$ cat config.mk
export PLATFORM = sky130hd
export DESIGN_NAME = maxpool_2x2
export DESIGN_NICKNAME = d
export VERILOG_FILES = /design/src/rtl/maxpool_2x2.sv
export SDC_FILE = /design/constraint.sdc
export NUM_CORES = 1
export LEC_CHECK = 0
export ABC_AREA = 1
export CAP_MARGIN = 20
export CORE_ASPECT_RATIO = 0.7
export CORE_MARGIN = 2
export CORE_UTILIZATION = 40
export CTS_CLUSTER_DIAMETER = 200
export CTS_CLUSTER_SIZE = 12
export DETAILED_ROUTE_END_ITERATION = 16
export PLACE_DENSITY_LB_ADDON = 0.1
export SYNTH_ARGS = -nofsm -noshare
export SYNTH_HDL_FRONTEND = slang
export SYNTH_SLANG_ARGS = --single-unit
export TNS_END_PERCENT = 5
$ cat constraint.sdc
create_clock -name clk -period 3.9 [get_ports clk]
set_input_delay 0.78 -clock clk [delete_from_list [all_inputs] [get_ports clk]]
set_output_delay 0.78 -clock clk [all_outputs]
set_load 0.02 [all_outputs]
$ cat src/rtl/maxpool_2x2.sv
// 2x2 stride-2 max pooling over a raster-ordered IN_DIM x IN_DIM stream.
// Horizontal pair maxima of even rows are parked in a half-line buffer and
// combined with the matching pair of the following odd row.
module maxpool_2x2 #(
    parameter int DATA_W = 16,
    parameter int IN_DIM = 6
) (
    input  logic              clk,
    input  logic              rst_n,
    input  logic              in_vld,
    input  logic [DATA_W-1:0] din,
    output logic [DATA_W-1:0] dout,
    output logic              out_vld,
    output logic              frame_done
);

    localparam int CW = (IN_DIM > 2) ? $clog2(IN_DIM) : 1;
    localparam int HW = (IN_DIM > 2) ? $clog2(IN_DIM / 2) : 1;
    localparam logic [CW-1:0] LAST = CW'(IN_DIM - 1);

    logic [CW-1:0]     col;
    logic [CW-1:0]     row;
    logic [DATA_W-1:0] pair;
    logic [DATA_W-1:0] line_buf [0:(1 << HW) - 1];
    logic [HW-1:0]     bidx;
    logic [DATA_W-1:0] pm;
    logic [DATA_W-1:0] pooled;
    logic              win_done;
    logic              last_pos;

    // Window-position decode and unsigned max trees
    always_comb begin
        bidx     = HW'(col >> 1);
        pm       = (din > pair) ? din : pair;
        pooled   = (line_buf[bidx] > pm) ? line_buf[bidx] : pm;
        win_done = in_vld && col[0] && row[0];
        last_pos = (col == LAST) && (row == LAST);
    end

    // Raster position counters, advanced only on accepted samples
    always_ff @(posedge clk or negedge rst_n) begin
        if (!rst_n) begin
            col <= '0;
            row <= '0;
        end else if (in_vld) begin
            if (col == LAST) begin
                col <= '0;
                row <= (row == LAST) ? '0 : row + 1'b1;
            end else begin
                col <= col + 1'b1;
            end
        end
    end

    // Left sample of each horizontal pair
    always_ff @(posedge clk or negedge rst_n) begin
        if (!rst_n) begin
            pair <= '0;
        end else if (in_vld && !col[0]) begin
            pair <= din;
        end
    end

    // Partial-max line buffer, written on odd columns of even rows; contents need no reset
    always_ff @(posedge clk) begin
        if (in_vld && col[0] && !row[0]) begin
            line_buf[bidx] <= pm;
        end
    end

    // Registered pooled output with one-cycle valid and end-of-frame pulses
    always_ff @(posedge clk or negedge rst_n) begin
        if (!rst_n) begin
            dout       <= '0;
            out_vld    <= 1'b0;
            frame_done <= 1'b0;
        end else begin
            out_vld    <= win_done;
            frame_done <= win_done && last_pos;
            if (win_done) begin
                dout <= pooled;
            end
        end
    end

endmodule

==> results.json, run 1 <==
{
  "path_max_fanout": 7,
  "postSynthCellCount": 628,
  "ys_ff_latch": 104,
  "slowest_delay_ns": 0.46,
  "clkSlewWorstSetupHoldPaths_ns": 0.07,
  "worst-path-buf-inv": 5,
  "core_region_area_sq_mm": 0.0133,
  "fin_crit_sh_pct": 95.7,
  "rows": 35,
  "avgSynthCellArea_sq_um": 8.71,
  "numPortBuffers": 36,
  "placed_area_sq_mm": 0.00639,
  "post_drt_wl_per_cell_um": 14.4,
  "intPower_uw": 3020,
  "root_buffer": "clkbuf_16",
  "num_vias": 4245,
  "sw_frac_of_total_pct": 40.4,
  "power.density_mw_per_mm2": 730,
  "place_inst": 885,
  "worst_pin_slew_ns": 0.961,
  "antenna_found_initial": 0,
  "overflow": 0,
  "design_power_total_uw": 5070,
  "grt_start_max_net_pins": 41,
  "hold_class": "reg -> reg",
  "crit_path_end_kind": "register",
  "antenna_left": 0,
  "cts_tree": "yes",
  "final_util_pct": 52.3,
  "die_area_sq_mm": 0.0146,
  "synth_most_common_cell": "nand2_1",
  "synth-edff-count": 64,
  "netlist_top_cells_area": "edfxtp_1 (35%), dfrtp_1 (18%), nand2_1 (12%), inv_1 (7.3%), ha_1 (7.3%)",
  "drive_above_1_share_pct": 17.3,
  "final_area_sq_mm": 0.00694,
  "synth-warning-count": 0,
  "start_util_pct": 41.2,
  "fmax_ghz": 0.268,
  "cts_made_buffers": 9,
  "first_pass_iters": 4,
  "slew_headroom_pct": 35.9,
  "ys_types": 26,
  "grt_pass1_wl_um": 21300,
  "slowest_stage": "clkdlybuf4s50_1",
  "fin_nets": 770,
  "postCtsHoldBufs": 0,
  "insertion_delay_ns": 0.35,
  "p_seq_share_pct": 30.6,
  "crit_type": "in -> reg",
  "switchingPower_uw": 2050,
  "pwr-share-clk_pct": 16.4,
  "hold_violations": 0,
  "track_usage_pct": 19.0,
  "gp_congestion": 0.810,
  "power_frac_comb_pct": 53.0,
  "syn_nets": 679,
  "area_growth_pct": 26.9,
  "clockBufferDepth": 2,
  "drc": 0,
  "maxCapViolCount": 0,
  "cts.sinks": 104,
  "ys_top_cells_by_count": "nand2_1 (182), inv_1 (107), edfxtp_1 (64), nor2_1 (62), nand3_1 (50)",
  "synth_area_sq_mm": 0.00547,
  "status": "completed",
  "dieHeight_um": 102,
  "cp.required_ns": 4.14,
  "avgViaCountPerCell": 4.67,
  "ir_drop_v": 0.000424,
  "path_delay_family": "simple AND/OR/NAND/NOR gates",
  "setup-violations-final": 0,
  "min_period_ns": 3.73,
  "drt_iter0_drc": 209,
  "final_cells": 909,
  "grt_pass1_vias": 4329,
  "h-tree-depth": 3,
  "yosysSeqAreaShare_pct": 53.4,
  "synth_top_area_share_pct": 35.1,
  "path_common_cell": "nand2_1",
  "start_kind": "input pin",
  "crit_arrival_ns": 3.97,
  "drv_slew": 0,
  "n_antenna_cell": 0,
  "post-dp-hpwl_um": 9210,
  "async_flop_share_pct": 38.5,
  "p_leak_uw": 0.00346,
  "path_cells": "clkdlybuf4s50_1 -> ha_1 -> nand4_1 -> nor3_4 -> nand2_4 -> nand2_8 -> buf_12 -> nand3_1 -> nand2_2 -> inv_2 -> ha_4 -> nand4_1 -> nor3_4 -> nand2_2 -> nand2_4 -> buf_6 -> nand3_1 -> nand2_1 -> inv_1 -> nand2_1 -> nand2_1",
  "dieWidth_um": 144,
  "yosysTopAreaCell": "edfxtp_1",
  "synthFlopType": "edfxtp_1",
  "wl_um": 13100,
  "io-pin-count": 37,
  "skew_ns": 0.0110
}
sequential cells by signal (all words and copies together) (netlist names):
signal / flops
pair: 16
dout: 16
line_buf: 64
frame_done: 1
out_vld: 1
row: 3
col: 3
worst reg2reg max path: cells and delay by family, from the launching register on:
kind | cells | cell delay [ns]
fa+ha+maj | 2 | 0.56
buf+inv | 5 | 0.43
flops | 1 | 0.38
simple gates | 14 | 1.80
worst paths after layout:
kind	start	end	slack [ns]	cells past startpoint
worst min register to register	row[1]	frame_done	0.47	1
worst max register to register	pair[9]	dout[4]	0.63	21
min in group asynchronous	rst_n	dout[11]	0.56	1
max in group asynchronous	rst_n	dout[5]	2.72	1
worst max-delay path	din[10]	dout[4]	0.17	21
worst min-delay path	row[1]	frame_done	0.47	1
final cells by class:
cell class | count | area, sq um
repair buffers | 95 | 891
fillers | 1255 | 6320
flip-flops and latches | 104 | 2920
clock inverters | 6 | 35.0
well taps | 185 | 231
multi-input cells | 399 | 2220
clock buffers | 10 | 229
inverters | 110 | 413
placed cells by master, fill, tap and decap left out, types with 10 or more instances in the layout:
cell             instances
edfxtp_1                64
ha_1                    28
inv_1                  106
nor3_2                  10
nand2_2                 13
clkdlybuf4s50_1         35
nand2_1                169
dfrtp_1                 40
clkbuf_16               11
nand3_1                 47
buf_4                   51
nor2_1                  61
a21oi_1                 26
metrics by stage:
step,TNS (ns),worst slack [ns],hold WS (ns)
floorplan,0,0.563,0.430
global placement,-3.22,-0.224,0.448
detailed placement,-3.50,-0.240,0.465
CTS,0,0.102,0.468
global route,-0.0991,-0.0310,0.499
finish,0,0.168,0.471
timing repair:
item / 4_1_cts / 5_1_grt
resized for setup: 0 / 39
endpoints found under the hold margin: 0 / 0
buffers inserted: 0 / 5
endpoints found under the setup margin: 0 / 16
power by group through the flow:
stage               Combinational, uW  Clock [uW]  Sequential [uW]
floorplan                        1430           0             1640
global placement                 2350           0             1570
detailed placement               2390           0             1570
CTS                              2400         850             1550
global route                     3040         893             1570
finish                           2690         831             1550
cell families (layout without fill, tap and decap cells):
| kind of cell | Yosys count | after routing | synth area share [%] |
|---|---|---|---|
| and+or+nand+nor | 324 | 325 | 25.8 |
| buffers and inverters | 126 | 221 | 9.42 |
| DFF | 104 | 104 | 53.4 |
| AOI/OAI and AO/OA | 42 | 42 | 4.00 |
| adders and majority gates | 32 | 32 | 7.32 |
routing by layer:
metal	vias to the layer above	track usage [%]	wire length [um]
li1	2176	-	-
met1	1981	26.3	6350
met2	81	31.2	5960
met3	7	3.75	651
met4	0	4.60	131
met5	-	0	0
Power figures use the tool's default switching activity.
==> run 2, diff against run 1 <==
--- a/config.mk
+++ b/config.mk
@@ -7,13 +7,13 @@
 export LEC_CHECK = 0
 export ABC_AREA = 1
 export CAP_MARGIN = 20
-export CORE_ASPECT_RATIO = 0.7
 export CORE_MARGIN = 2
 export CORE_UTILIZATION = 40
 export CTS_CLUSTER_DIAMETER = 200
 export CTS_CLUSTER_SIZE = 12
 export DETAILED_ROUTE_END_ITERATION = 16
 export PLACE_DENSITY_LB_ADDON = 0.1
+export SKIP_LAST_GASP = 1
 export SYNTH_ARGS = -nofsm -noshare
 export SYNTH_HDL_FRONTEND = slang
 export SYNTH_SLANG_ARGS = --single-unit
==> run 2 against run 1 <==
  * Combinational power fell by 14%
  * Clock power rose by 13%
  * Critical endpoint is now dout[11]
  * Register-to-register slack improved by 0.08 ns
  * Total power fell by 5.4%
  * Sequential power barely moved
  * Global-route usage fell by 1.0 points
  * Clock-buffer cell count did not move
  * Cell count fell by 1.8%
  * Clock skew fell by 0.0019 ns
==> results.json, run 2 (synthesis results as in run 1) <==
{
  "rows": 42,
  "clkSlewWorstSetupHoldPaths_ns": 0.07,
  "crit_path_end_kind": "register",
  "antenna_left": 0,
  "fin_nets": 763,
  "core_region_area_sq_mm": 0.0133,
  "drv_slew": 0,
  "rsz0062_at_grt": "false",
  "gp_congestion": 0.855,
  "grt_pass1_vias": 4219,
  "drt_iter0_drc": 223,
  "area_growth_pct": 22.0,
  "post_cts_buffers": 0,
  "antenna_found_initial": 0,
  "cts_made_buffers": 9,
  "hold_violations": 0,
  "dieHeight_um": 121,
  "design_power_total_uw": 4790,
  "track_usage_pct": 18.0,
  "wl_um": 12100,
  "skew_ns": 0.00910,
  "top_regs": "line_buf x64, dout x16, pair x16",
  "io-pin-count": 37,
  "insertion_delay_ns": 0.35,
  "setup-violations-final": 0,
  "fmax_ghz": 0.274,
  "cts.sinks": 104,
  "hold_class": "reg -> reg",
  "status": "completed",
  "die_area_sq_mm": 0.0146,
  "drc": 0,
  "overflow": 0,
  "slowest_stage": "clkdlybuf4s50_1",
  "ir_drop_v": 0.000298,
  "dp_slack_ns": -0.0848,
  "postCtsHoldBufs": 0,
  "ctsResizeCount": 0,
  "post_drt_wl_per_cell_um": 13.5,
  "cts_tree": "yes",
  "post-dp-hpwl_um": 8920,
  "cp.required_ns": 4.14,
  "crit_arrival_ns": 3.89,
  "fin_crit_sh_pct": 93.4,
  "worst_pin_slew_ns": 0.907,
  "crit_type": "in -> reg",
  "power.density_mw_per_mm2": 718,
  "min_period_ns": 3.64,
  "start_util_pct": 41.1,
  "path_cells": "clkdlybuf4s50_1 -> ha_1 -> a21oi_1 -> o21ai_0 -> a21oi_1 -> nand2_4 -> nand2_4 -> nand2_1 -> nand2_1 -> inv_1 -> ha_1 -> a21oi_1 -> o21ai_0 -> a21oi_1 -> nand2_2 -> nand2_2 -> buf_12 -> nand3_1 -> nand2_1 -> nand2_1",
  "drive_above_1_share_pct": 13.5,
  "worst-path-buf-inv": 3,
  "grt_start_max_net_pins": 41,
  "largest_reg_flops": 64,
  "first_pass_iters": 4,
  "worst_slack_ns": 0.256,
  "avgViaCountPerCell": 4.68,
  "h-tree-depth": 3,
  "root_buffer": "clkbuf_16",
  "final_util_pct": 50.2,
  "slew_headroom_pct": 39.6,
  "mostFrequentLayoutCells": "nand2_1 (181), inv_1 (107), edfxtp_1 (64), nor2_1 (60), buf_4 (52)",
  "dieWidth_um": 121,
  "grt_pass1_wl_um": 20500,
  "regMostFlops": "line_buf",
  "num_vias": 4179,
  "n_antenna_cell": 0,
  "clockBufferDepth": 2,
  "path_max_fanout": 16,
  "maxCapViolCount": 0,
  "numPortBuffers": 36,
  "start_kind": "input pin",
  "slowest_delay_ns": 0.42,
  "p_leak_uw": 0.00337,
  "final_common_cell": "nand2_1",
  "path_delay_family": "compound AO/OA/AOI/OAI gates",
  "setup_tns_ns": 0
}
==> run 2: worst paths after layout <==
path,from,end,slack (ns),cells after the start
max,din[15],dout[11],0.26,20
min,row[1],frame_done,0.47,1
max reg2reg,pair[15],dout[11],0.71,20
min reg2reg,row[1],frame_done,0.47,1
max in group asynchronous,rst_n,dout[3],2.77,1
min in group asynchronous,rst_n,frame_done,0.56,1
==> run 2: layer usage <==
metal  global-route usage (%)  up-vias  part of all wire [%]
met2                     28.6       87                    46
met1                     25.7     1923                    49
met3                     2.16       11                   3.7
met5                        0        -                     0
li1                         -     2158                     -
met4                     5.89        0                   1.4
==> run 2: layout make-up <==
class / instances / area, sq um
well taps: 176 / 220
clock inverters: 6 / 76.3
multi-input cells: 398 / 2040
fillers: 1284 / 6620
clock buffers: 10 / 229
repair buffers: 89 / 766
inverters: 110 / 413
flip-flops and latches: 104 / 2920
==> run 2: power breakdown <==
part           switching, uW  leakage, uW  internal [uW]
Sequential               101      0.00106           1440
Combinational           1400      0.00217            909
Clock                    427     0.000143            509
Total                   1930      0.00337           2860
==> run 2: worst register-to-register path, cell delays in order, from the launching register on <==
cell     delay [ns]
dfrtp_1        0.37
inv_1          0.07
ha_1           0.29
a21oi_1        0.17
o21ai_0        0.12
a21oi_1        0.23
nand2_4        0.11
nand2_4        0.17
nand2_1        0.10
nand2_1        0.12
inv_1          0.06
ha_1           0.30
a21oi_1        0.16
o21ai_0        0.11
a21oi_1        0.17
nand2_2        0.10
nand2_2        0.09
buf_12         0.14
nand3_1        0.10
nand2_1        0.07
nand2_1        0.05
==> run 2: through the flow <==
stage / cells / instance area, sq um / hold slack (ns)
2_1_floorplan: 628 / 5470 / 0.430
3_3_place_gp: 877 / 6350 / 0.439
3_5_place_dp: 877 / 6350 / 0.455
4_1_cts: 893 / 6660 / 0.466
5_1_grt: 893 / 6670 / 0.493
6_report: 893 / 6670 / 0.469
==> run 3, diff against run 2 <==
--- a/config.mk
+++ b/config.mk
@@ -8,10 +8,11 @@
 export ABC_AREA = 1
 export CAP_MARGIN = 20
 export CORE_MARGIN = 2
-export CORE_UTILIZATION = 40
+export CORE_UTILIZATION = 47
 export CTS_CLUSTER_DIAMETER = 200
 export CTS_CLUSTER_SIZE = 12
 export DETAILED_ROUTE_END_ITERATION = 16
+export MAX_ROUTING_LAYER = met4
 export PLACE_DENSITY_LB_ADDON = 0.1
 export SKIP_LAST_GASP = 1
 export SYNTH_ARGS = -nofsm -noshare
==> run 3 against run 2 <==
  * Flip-flop and latch count is the same
  * Setup slack lost 0.072 ns
  * Via count grew 0.55%
  * Largest cell class unchanged
==> results.json, run 3 (synthesis results as in run 1) <==
{
  "status": "completed",
  "fillCellCount": 992,
  "n_antenna_cell": 0,
  "placed_area_sq_mm": 0.00630,
  "grt_pass1_wl_um": 19700,
  "hold_class": "reg -> reg",
  "drc": 0,
  "maxCapViolCount": 0,
  "postCtsHoldBufs": 0,
  "drive_above_1_share_pct": 13.2,
  "numPortBuffers": 36,
  "clkSlewWorstSetupHoldPaths_ns": 0.07,
  "slew_headroom_pct": 39.4,
  "grt_start_max_net_pins": 41,
  "area_growth_pct": 21.6,
  "dieHeight_um": 112,
  "skew_ns": 0.00625,
  "post-dp-hpwl_um": 8830,
  "root_buffer": "clkbuf_16",
  "h-tree-depth": 3,
  "antenna_found_initial": 0,
  "crit_arrival_ns": 3.95,
  "wl_um": 12100,
  "final_common_cell": "nand2_1",
  "core_region_area_sq_mm": 0.0114,
  "cts.sinks": 104,
  "cp.required_ns": 4.14,
  "ff2ff_setup_slack_ns": 0.68,
  "crit_type": "in -> reg",
  "worst_pin_slew_ns": 0.909,
  "avgViaCountPerCell": 4.91,
  "grt_pass1_vias": 4052,
  "regMostFlops": "line_buf",
  "path_max_fanout": 16,
  "start_util_pct": 48.1,
  "cts_made_buffers": 9,
  "insertion_delay_ns": 0.35,
  "dp_slack_ns": -0.161,
  "final_util_pct": 58.5,
  "die_area_sq_mm": 0.0125,
  "final_area_sq_mm": 0.00665,
  "track_usage_pct": 20.7,
  "rows": 39,
  "clockBufferDepth": 2,
  "cts_tree": "yes",
  "start_kind": "input pin",
  "antenna_left": 0,
  "overflow": 0,
  "drv_slew": 0,
  "hold_violations": 0,
  "crit_path_end_kind": "register",
  "first_pass_iters": 8,
  "fin_nets": 759,
  "power.density_mw_per_mm2": 727,
  "drt_iter0_drc": 215,
  "gp_congestion": 0.827,
  "ir_drop_v": 0.000321,
  "mostFrequentLayoutCells": "nand2_1 (179), inv_1 (107), edfxtp_1 (64), nor2_1 (61), nand3_1 (50)",
  "min_period_ns": 3.72,
  "fin_crit_sh_pct": 95.3,
  "dieWidth_um": 112,
  "holdWs_ns": 0.460,
  "setup-violations-final": 0,
  "num_vias": 4202,
  "worst_slack_ns": 0.183,
  "fmax_ghz": 0.269,
  "p_leak_uw": 0.00338,
  "largest_reg_flops": 64,
  "io-pin-count": 37,
  "top_regs": "line_buf x64, dout x16, pair x16",
  "setup_tns_ns": 0,
  "post_drt_wl_per_cell_um": 14.1
}
==> run 3: changes by cell type in the layout (fill, tap and decap cells not counted), moves of 2 or more <==
cell | previous run | this run
buf_12 | 1 | 3
buf_4 | 52 | 45
nand2_1 | 181 | 179
nand2_2 | 4 | 6
==> run 3: metrics by stage <==
step	instances	total power, uW
2_1_floorplan	628	3060
3_3_place_gp	839	3870
3_5_place_dp	839	3930
4_1_cts	855	4840
5_1_grt	856	5200
6_report	856	4840
==> run 3: final cells by class <==
cell class	instances	area [sq um]	share of cell area (%)
well taps	143	179	2.69
repair buffers	85	767	11.5
clock buffers	10	229	3.44
flip-flops and latches	104	2920	44.0
inverters	110	413	6.21
multi-input cells	398	2070	31.2
clock inverters	6	66.3	0.997
==> run 3: path summary, 6_finish.rpt <==
| path | startpoint | cells after the start | to |
|---|---|---|---|
| max in group asynchronous | rst_n | 1 | dout[14] |
| setup / recovery | din[10] | 20 | dout[3] |
| min in group asynchronous | rst_n | 1 | dout[0] |
| setup reg to reg | pair[9] | 20 | dout[3] |
| hold / removal | row[1] | 1 | frame_done |
| hold reg to reg | row[1] | 1 | frame_done |
==> run 3: where the power goes <==
| group | total [uW] | leakage, uW | switching (uW) | internal (uW) |
|---|---|---|---|---|
| registers | 1550 | 0.00106 | 101 | 1450 |
| clock network | 907 | 0.000139 | 406 | 501 |
| logic | 2380 | 0.00218 | 1430 | 949 |
==> run 3: critical path, cell delays in order <==
cell and delay, ns:
clkdlybuf4s50_1 0.45, ha_1 0.33, nand4_1 0.15, nor3_4 0.27, nand3_2 0.18, buf_4 0.24
nand3_1 0.12, nand2_1 0.13, inv_1 0.08, ha_1 0.23, a21oi_1 0.16, o21a_1 0.13
nand2_1 0.06, nand2_1 0.07, nand2_2 0.08, nand2_2 0.09, buf_12 0.14, nand3_1 0.09
nand2_1 0.09, nand2_1 0.06
==> run 3: what timing repair did <==
action                                  CTS  global route
endpoints found under the setup margin    0            16
setup buffers                             0             1
resized for setup                         0            10
endpoints found under the hold margin     0             0
==> run 3: layer usage <==
layer / global-route usage [%] / vias up / part of all wire [%]
met2: 32.0 / 93 / 45
met5: - / - / 0
met4: 6.17 / 0 / 1.7
met3: 3.65 / 19 / 4.7
li1: - / 2151 / -
met1: 28.2 / 1939 / 49
